--- src/rtl/serial_alu_outq.sv ---
// -----------------------------------------------------------------------------
// serial_alu_outq
//   Result queue placed directly after serial_alu. Every single-cycle ALU
//   result strobe is captured into a small circular FIFO and re-presented to a
//   consumer through a valid/ready handshake. Operations issued to the ALU but
//   not yet returned are counted so that a registered credit signal can hold
//   the issuer off before the queue could overflow.
//
//   Optional feature: define SERIAL_ALU_OUTQ_SEQ_EN to add the out_seq port,
//   an 8-bit sequence tag carried with each stored entry.
//
// Ports
//   clock      in   1    sole clock, rising edge
//   resetn     in   1    synchronous active-low reset
//   issue      in   1    one pulse per operation accepted by the ALU
//   alu_dat    in   8    ALU result data
//   alu_vld    in   1    ALU result strobe
//   credit_ok  out  1    one more issue is guaranteed a FIFO slot
//   out_dat    out  8    head-of-queue data (0 when empty)
//   out_vld    out  1    queue non-empty
//   out_rdy    in   1    consumer accepts the head entry
//   level      out  LW   number of stored entries
//   ovf        out  1    sticky drop / in-flight overrun flag
//   out_seq    out  8    head sequence tag (SERIAL_ALU_OUTQ_SEQ_EN only)
// -----------------------------------------------------------------------------
module serial_alu_outq #(
  parameter int DEPTH = 4,
  parameter int LW    = $clog2(DEPTH + 1)
) (
  input  logic          clock,
  input  logic          resetn,
  input  logic          issue,
  input  logic [7:0]    alu_dat,
  input  logic          alu_vld,
  output logic          credit_ok,
  output logic [7:0]    out_dat,
  output logic          out_vld,
  input  logic          out_rdy,
  output logic [LW-1:0] level,
  output logic          ovf
`ifdef SERIAL_ALU_OUTQ_SEQ_EN
  ,
  output logic [7:0]    out_seq
`endif
);

  localparam int PW = $clog2(DEPTH);
  localparam logic [LW-1:0] DEPTH_L = LW'(DEPTH);
  localparam logic [LW:0]   DEPTH_X = (LW+1)'(DEPTH);

  logic [7:0]    mem [DEPTH];

  logic [PW-1:0] wr_ptr_q, wr_ptr_d;
  logic [PW-1:0] rd_ptr_q, rd_ptr_d;
  logic [LW-1:0] level_q, level_d;
  logic [LW-1:0] infl_q, infl_d;
  logic          ovf_q, ovf_d;
  logic          credit_q, credit_d;

  logic          pop;
  logic          push;
  logic          full;

`ifdef SERIAL_ALU_OUTQ_SEQ_EN
  logic [7:0]    seq_mem [DEPTH];
  logic [7:0]    seq_q, seq_d;
`endif

  // ---- event decode ---------------------------------------------------------
  always_comb begin
    full = (level_q == DEPTH_L);
    pop  = (level_q != '0) && out_rdy;
    // A pop in the same cycle frees the slot even when the queue is full.
    push = alu_vld && (!full || pop);
  end

  // ---- next-state -----------------------------------------------------------
  always_comb begin
    wr_ptr_d = wr_ptr_q;
    rd_ptr_d = rd_ptr_q;
    level_d  = level_q;
    infl_d   = infl_q;
    ovf_d    = ovf_q;
    credit_d = 1'b0;

    if (push) wr_ptr_d = wr_ptr_q + PW'(1);
    if (pop)  rd_ptr_d = rd_ptr_q + PW'(1);

    case ({push, pop})
      2'b10:   level_d = level_q + LW'(1);
      2'b01:   level_d = level_q - LW'(1);
      default: level_d = level_q;
    endcase

    // Result strobe with the queue full and no pop: data is lost.
    if (alu_vld && !push) ovf_d = 1'b1;

    case ({issue, alu_vld})
      2'b10: begin
        if (infl_q == DEPTH_L) ovf_d  = 1'b1;
        else                   infl_d = infl_q + LW'(1);
      end
      2'b01: begin
        // An unexpected return (e.g. after a mid-operation reset) saturates.
        if (infl_q != '0) infl_d = infl_q - LW'(1);
      end
      default: infl_d = infl_q;
    endcase

    // Credit is registered from next-state values, so the issuer may issue one
    // extra operation before seeing it drop; hence strict < DEPTH.
    credit_d = ({1'b0, level_d} + {1'b0, infl_d}) < DEPTH_X;
  end

  // ---- control state --------------------------------------------------------
  always_ff @(posedge clock) begin
    if (!resetn) begin
      wr_ptr_q <= '0;
      rd_ptr_q <= '0;
      level_q  <= '0;
      infl_q   <= '0;
      ovf_q    <= 1'b0;
      credit_q <= 1'b1;
    end else begin
      wr_ptr_q <= wr_ptr_d;
      rd_ptr_q <= rd_ptr_d;
      level_q  <= level_d;
      infl_q   <= infl_d;
      ovf_q    <= ovf_d;
      credit_q <= credit_d;
    end
  end

  // ---- storage (not reset) --------------------------------------------------
  always_ff @(posedge clock) begin
    if (push) mem[wr_ptr_q] <= alu_dat;
  end

`ifdef SERIAL_ALU_OUTQ_SEQ_EN
  always_comb begin
    seq_d = seq_q;
    // Dropped results never reach here, so they do not consume a tag.
    if (push) seq_d = seq_q + 8'd1;
  end

  always_ff @(posedge clock) begin
    if (!resetn) seq_q <= 8'd0;
    else         seq_q <= seq_d;
  end

  always_ff @(posedge clock) begin
    if (push) seq_mem[wr_ptr_q] <= seq_q;
  end

  assign out_seq = out_vld ? seq_mem[rd_ptr_q] : 8'h00;
`endif

  // ---- outputs: registered state only ---------------------------------------
  assign out_vld   = (level_q != '0);
  assign out_dat   = out_vld ? mem[rd_ptr_q] : 8'h00;
  assign level     = level_q;
  assign ovf       = ovf_q;
  assign credit_ok = credit_q;

endmodule

--- config.mk ---
export PLATFORM = sky130hd
export DESIGN_NAME = serial_alu_outq
export DESIGN_NICKNAME = d
export VERILOG_FILES = /design/src/rtl/serial_alu_outq.sv
export SDC_FILE = /design/constraint.sdc
export NUM_CORES = 1
export LEC_CHECK = 0
export ABC_AREA = 1
export CAP_MARGIN = 20
export CORE_ASPECT_RATIO = 0.8
export CORE_MARGIN = 3
export CORE_UTILIZATION = 54
export CTS_BUF_LIST = sky130_fd_sc_hd__clkbuf_16
export CTS_CLUSTER_DIAMETER = 60
export DETAILED_ROUTE_END_ITERATION = 10
export PLACE_DENSITY = 0.78
export SYNTH_ARGS = -nofsm -noshare
export SYNTH_HDL_FRONTEND = slang
export SYNTH_SLANG_ARGS = --single-unit
--- constraint.sdc ---
create_clock -name clock -period 2.4 [get_ports clock]
set_input_delay 0.24 -clock clock [delete_from_list [all_inputs] [get_ports clock]]
set_output_delay 0.24 -clock clock [all_outputs]
set_load 0.01 [all_outputs]
* After elaboration in Yosys (flattened, before gate mapping)
Memory sizes are Yosys's and may differ from the RTL's. A register that Yosys moved wholly into a read port is not among the register bits. Index checks and enable logic that the tools add are counted. W data, S select, Z words.
Storage, ports and cells: bits in registers 12, memory bits (writable) 32, input bits 13, output and inout bits 14, memories 1
Cells by class: $add $sub $neg 7, order comparisons 1, equal/unequal tests 6, mux-type cells 12, reduce and logical (&&, ||, !) cells 8
Memories:
- mem | words 4, bits a word 8, rd ports 1, clocked after memory_dff 1, write ports 1, line 51 | logic [7:0] mem [DEPTH];
Operators with widths (count):
- $pmux W3 S2 | 2
- $mux W8 | 1
- $add A3 B1 Y3 const B | 2
- $eq A3 B3 Y1 const B | 2
- $mux W3 | 2
- $reduce_bool A3 Y1 | 2
- $sub A3 B1 Y3 const B | 2
- $mux W1 | 5
- $add A2 B1 Y2 const B | 2
- $add A3 B3 Y4 | 1
- $eq A2 B1 Y1 const B | 2
- $eq A2 B2 Y1 const B | 2
- $lt A4 B3 Y1 const B | 1
- $mux W2 | 2
- $logic_and A1 B1 Y1 | 3
- $logic_not A1 Y1 | 2
- $logic_or A1 B1 Y1 | 1

* Longest topological paths before layout
word-level depth 9, gate-level depth with buffers 15, mapped depth without buffers 15

* Worst setup path after synthesis
Ideal clock, no wire load.
path kind flip-flop to flip-flop, start point reg level_q[0] (netlist: level[0]), end point reg credit_q (netlist: credit_ok), library setup time 0.062 ns, arrival time 2.093 ns, required time 2.338 ns, path slack 0.245 ns, cell stages (with the launch flop) 16, period minus slack after synthesis 2.155 ns, path through dfxtp_1 -> nor2_4 -> nand2_4 -> nand3_1 -> inv_1 -> fa_1 -> inv_1 -> nand2_1 -> nand2_1 -> nand2_1 -> nand2_1 -> inv_1 -> ha_1 -> nor3_1 -> nor2_1 -> nor2_2
On the way: word-level cells in the longest chain between the ends 8
Ends and longest elaborated chain:
- start, declared | line 55 | logic [LW-1:0] level_q, level_d;
- start signal, assigned | line 127 | level_q <= level_d;
- $reduce_bool A3 Y1 (*)
- via out_vld | line 37 | output logic out_vld,
- $logic_and A1 B1 Y1 (*) | line 72 | pop = (level_q != '0) && out_rdy;
- $logic_or A1 B1 Y1 | line 74 | push = alu_vld && (!full || pop);
- $logic_and A1 B1 Y1 | line 74
- $eq A2 B1 Y1 or $eq A2 B2 Y1 (tied branches) | line 89 | case ({push, pop})
- $pmux W3 S2 (*) | line 89
- via level_d[2] | line 55
- $add A3 B3 Y4 (*) | line 112 | credit_d = ({1'b0, level_d} + {1'b0, infl_d}) < DEPTH_X;
- $lt A4 B3 Y1 (*) | line 112
- end signal, assigned | line 130 | credit_q <= credit_d;
- end, declared | line 58 | logic credit_q, credit_d;
The timed path passes the listed nets; every way through them passes the cells marked *. A chain may end at the register's enable or synchronous reset.

==> flow_metrics.env <==
export IMPL_status="finished, final reports clean"
export IMPL_clock_skew_final_ns=0.00235
export IMPL_drtIter0Drc=150
export IMPL_tns_ns=0
export IMPL_first_pass_iters=4
export IMPL_remaining_drc_errors=0
export IMPL_slew_violations=0
export IMPL_synth_warnings=0
export IMPL_finalSetupViolations=0
export IMPL_fp_dieW_um=76.6
export IMPL_worstPathMaxFanout=10
export IMPL_nets=279
export IMPL_cts_max_level=2
export IMPL_hold_path_class="reg2reg"
export IMPL_core_area_mm2=0.00364
export IMPL_layout_min_cycle_time_ns=2.22
export IMPL_synth_top_cell_by_area="edfxtp_1"
export IMPL_io_buffers=26
export IMPL_synth_edf_count=32
export IMPL_syn_num_nets=242
export IMPL_cts_sinks=46
export IMPL_syn_inst=217
export IMPL_syn_area_mm2=0.00215
export IMPL_clk_path_buf_depth=2
export IMPL_clkLatencyLatePin_ns=0.28
export IMPL_maxCapViolCount=0
export IMPL_drt_total_wl_mm=4.12
export IMPL_worstSetupEndpointType="output port"
export IMPL_max_slew_margin_rel=0.773
export IMPL_slowest_delay_ns=0.56
export IMPL_ys_types=25
export IMPL_clk_pin_slew_ns=0.06
export IMPL_die_area_mm2=0.00479
export IMPL_initial_utilization=0.592
export IMPL_ys_async_sr_fraction=0
export IMPL_place_inst=298
export IMPL_worst_ep_required_time_ns=2.16
export IMPL_leakage_nw=1.08
export IMPL_vdd_drop_max_uv=719
export IMPL_place_hpwl_mm=2.90
export IMPL_ios=27
export IMPL_stdcell_area_mm2=0.00266
export IMPL_worst_pin_slew_ns=0.341
export IMPL_numCtsBuffers=5
export IMPL_grt_antenna_before_repair=0
export IMPL_grt_max_degree=17
export IMPL_wl_per_cell_um=13.4
export IMPL_fin_hold_ws_ns=0.469
export IMPL_grt_util_all_layers=0.180
export IMPL_rows=19
export IMPL_crit_type="reg2out"
export IMPL_crit_chain="buf_4 -> nor2_1 -> nor2_1 -> o21ai_0 -> a21oi_1 -> clkdlybuf4s50_1"
export IMPL_finalCritPeriodShare=0.924
export IMPL_crit_slowest_cell="clkdlybuf4s50_1"
export IMPL_clock_fmax_mhz=451
export IMPL_grt_overflow=0
export IMPL_place_congestion=0.783
export IMPL_placed_cell_area_mm2=0.00251
export IMPL_die_y_um=62.5
export IMPL_ys_seq_elements=46
export IMPL_ys_flop_type="edfxtp_1"
export IMPL_num_antenna_cells=0
export IMPL_hold_violations=0
export IMPL_cp_arrival_ns=1.98
export IMPL_power_density_mw_per_mm2=919
export IMPL_area_delta_synth_final_pct=23.4
export IMPL_synth_top_cells_by_area="edfxtp_1 (45%), dfxtp_1 (13%), nor2_1 (6.6%), ha_1 (6.4%), o21ai_0 (4.9%)"
export IMPL_crit_path_frequent_cell="nor2_1"
export IMPL_grt_pass1_vias=1487
export IMPL_synth_area_per_cell_um2=9.93
export IMPL_startpoint_type="flip-flop"
export IMPL_grt_pass1_wl_mm=6.90
export IMPL_synth_top_area_share=0.446
export IMPL_drive_gt1_frac=0.137
export IMPL_yosys_top_cells_count="nor2_1 (38), edfxtp_1 (32), inv_1 (25)"
export IMPL_cts_tree="built"
export IMPL_viasPerCell=5.15
export IMPL_ys_seq_area_frac=0.576
export IMPL_final_core_util=0.731
export IMPL_cts_root_buf="clkbuf_16"
export IMPL_fillers=247
export IMPL_yosys_cell_count_top_type="nor2_1"
export IMPL_ant_nets=0
export IMPL_final_cells=307
export IMPL_vias=1581
-- cells in the final DEF (no fill, tap or decap), types with 2 or more instances in the layout --
cell type / netlist / final
dfxtp_2: 0 / 3
a21oi_1: 17 / 17
ha_1: 11 / 11
dfxtp_1: 14 / 11
nand3_2: 3 / 3
nand2_2: 3 / 3
inv_1: 25 / 26
inv_2: 3 / 3
nor2_1: 38 / 38
nor2_2: 4 / 4
o21ai_0: 21 / 21
edfxtp_1: 32 / 32
clkbuf_16: 0 / 5
nand2_1: 19 / 19
nand3_1: 10 / 10
nand2_4: 3 / 3
clkdlybuf4s50_1: 0 / 26
buf_4: 2 / 9
o211ai_1: 2 / 2
-- per-layer routing --
metal  share of wire  vias up  GRT usage
met3           0.050        2     0.0490
li1                -      792          -
met4          0.0049        0     0.0339
met5               0        -          0
met2            0.45       33      0.274
met1            0.49      754      0.261
-- critical path, delay by kind of cell (launching register included) --
family	cells	cell delay, ns
buf+inv	2	0.79
flops	1	0.48
simple gates	2	0.15
compound gates	2	0.28
-- power by group --
part / total [mW] / switching, mW / internal [mW]
clock network: 0.634 / 0.258 / 0.376
logic: 0.809 / 0.440 / 0.368
registers: 1.00 / 0.0646 / 0.936
total: 2.44 / 0.763 / 1.68
-- repair_timing --
action,in CTS,in global routing
gates resized for setup,0,3
buffers inserted,0,1
setup endpoints to repair,0,6
hold buffers,0,0
-- through the flow --
step | power (mW) | setup WS [ns]
finish | 2.44 | 0.183
global route | 2.60 | -0.00136
CTS | 2.44 | 0.0380
detailed placement | 1.81 | 0.00881
global placement | 1.79 | 0.0774
floorplan | 1.47 | 0.245
-- final timing paths --
kind	startpoint	endpoint	slack, ns	cells past startpoint
hold / removal	rd_ptr_q[1]	flip-flop	0.47	2
hold reg to reg	rd_ptr_q[1]	flip-flop	0.47	2
setup / recovery	flip-flop	out_dat[4]	0.18	6
setup reg to reg	level[0]	credit_ok	0.19	15
-- kinds of logic (layout without fill, tap and decap cells) --
| logic type | Yosys count | count (layout) | synth area share |
|---|---|---|---|
| buffers and inverters | 33 | 71 | 0.0627 |
| AND/OR/NAND/NOR | 83 | 83 | 0.184 |
| adder cells (fa/ha/maj) | 12 | 12 | 0.0732 |
| AO/OA/AOI/OAI | 42 | 42 | 0.100 |
| XOR/XNOR | 1 | 1 | 0.00407 |
| flip-flops | 46 | 46 | 0.576 |
-- registers in the layout, indices dropped and copies added, names as in the netlist, named ones only --
signal / cells
infl_q: 3
ovf: 1
credit_ok: 1
level: 3
rd_ptr_q: 2
wr_ptr_q: 2
mem: 32
-- final cells by class --
class	count	area, um^2	share of cell area
timing repair buffer	35	328	0.123
multi-input combinational	138	778	0.293
sequential	46	1240	0.468
tap	52	65.1	0.0245
inverter	28	105	0.0395
clock inverter	3	12.5	0.00471
clock buffer	5	125	0.0471
Note: power is estimated with default switching activity, not from simulation.
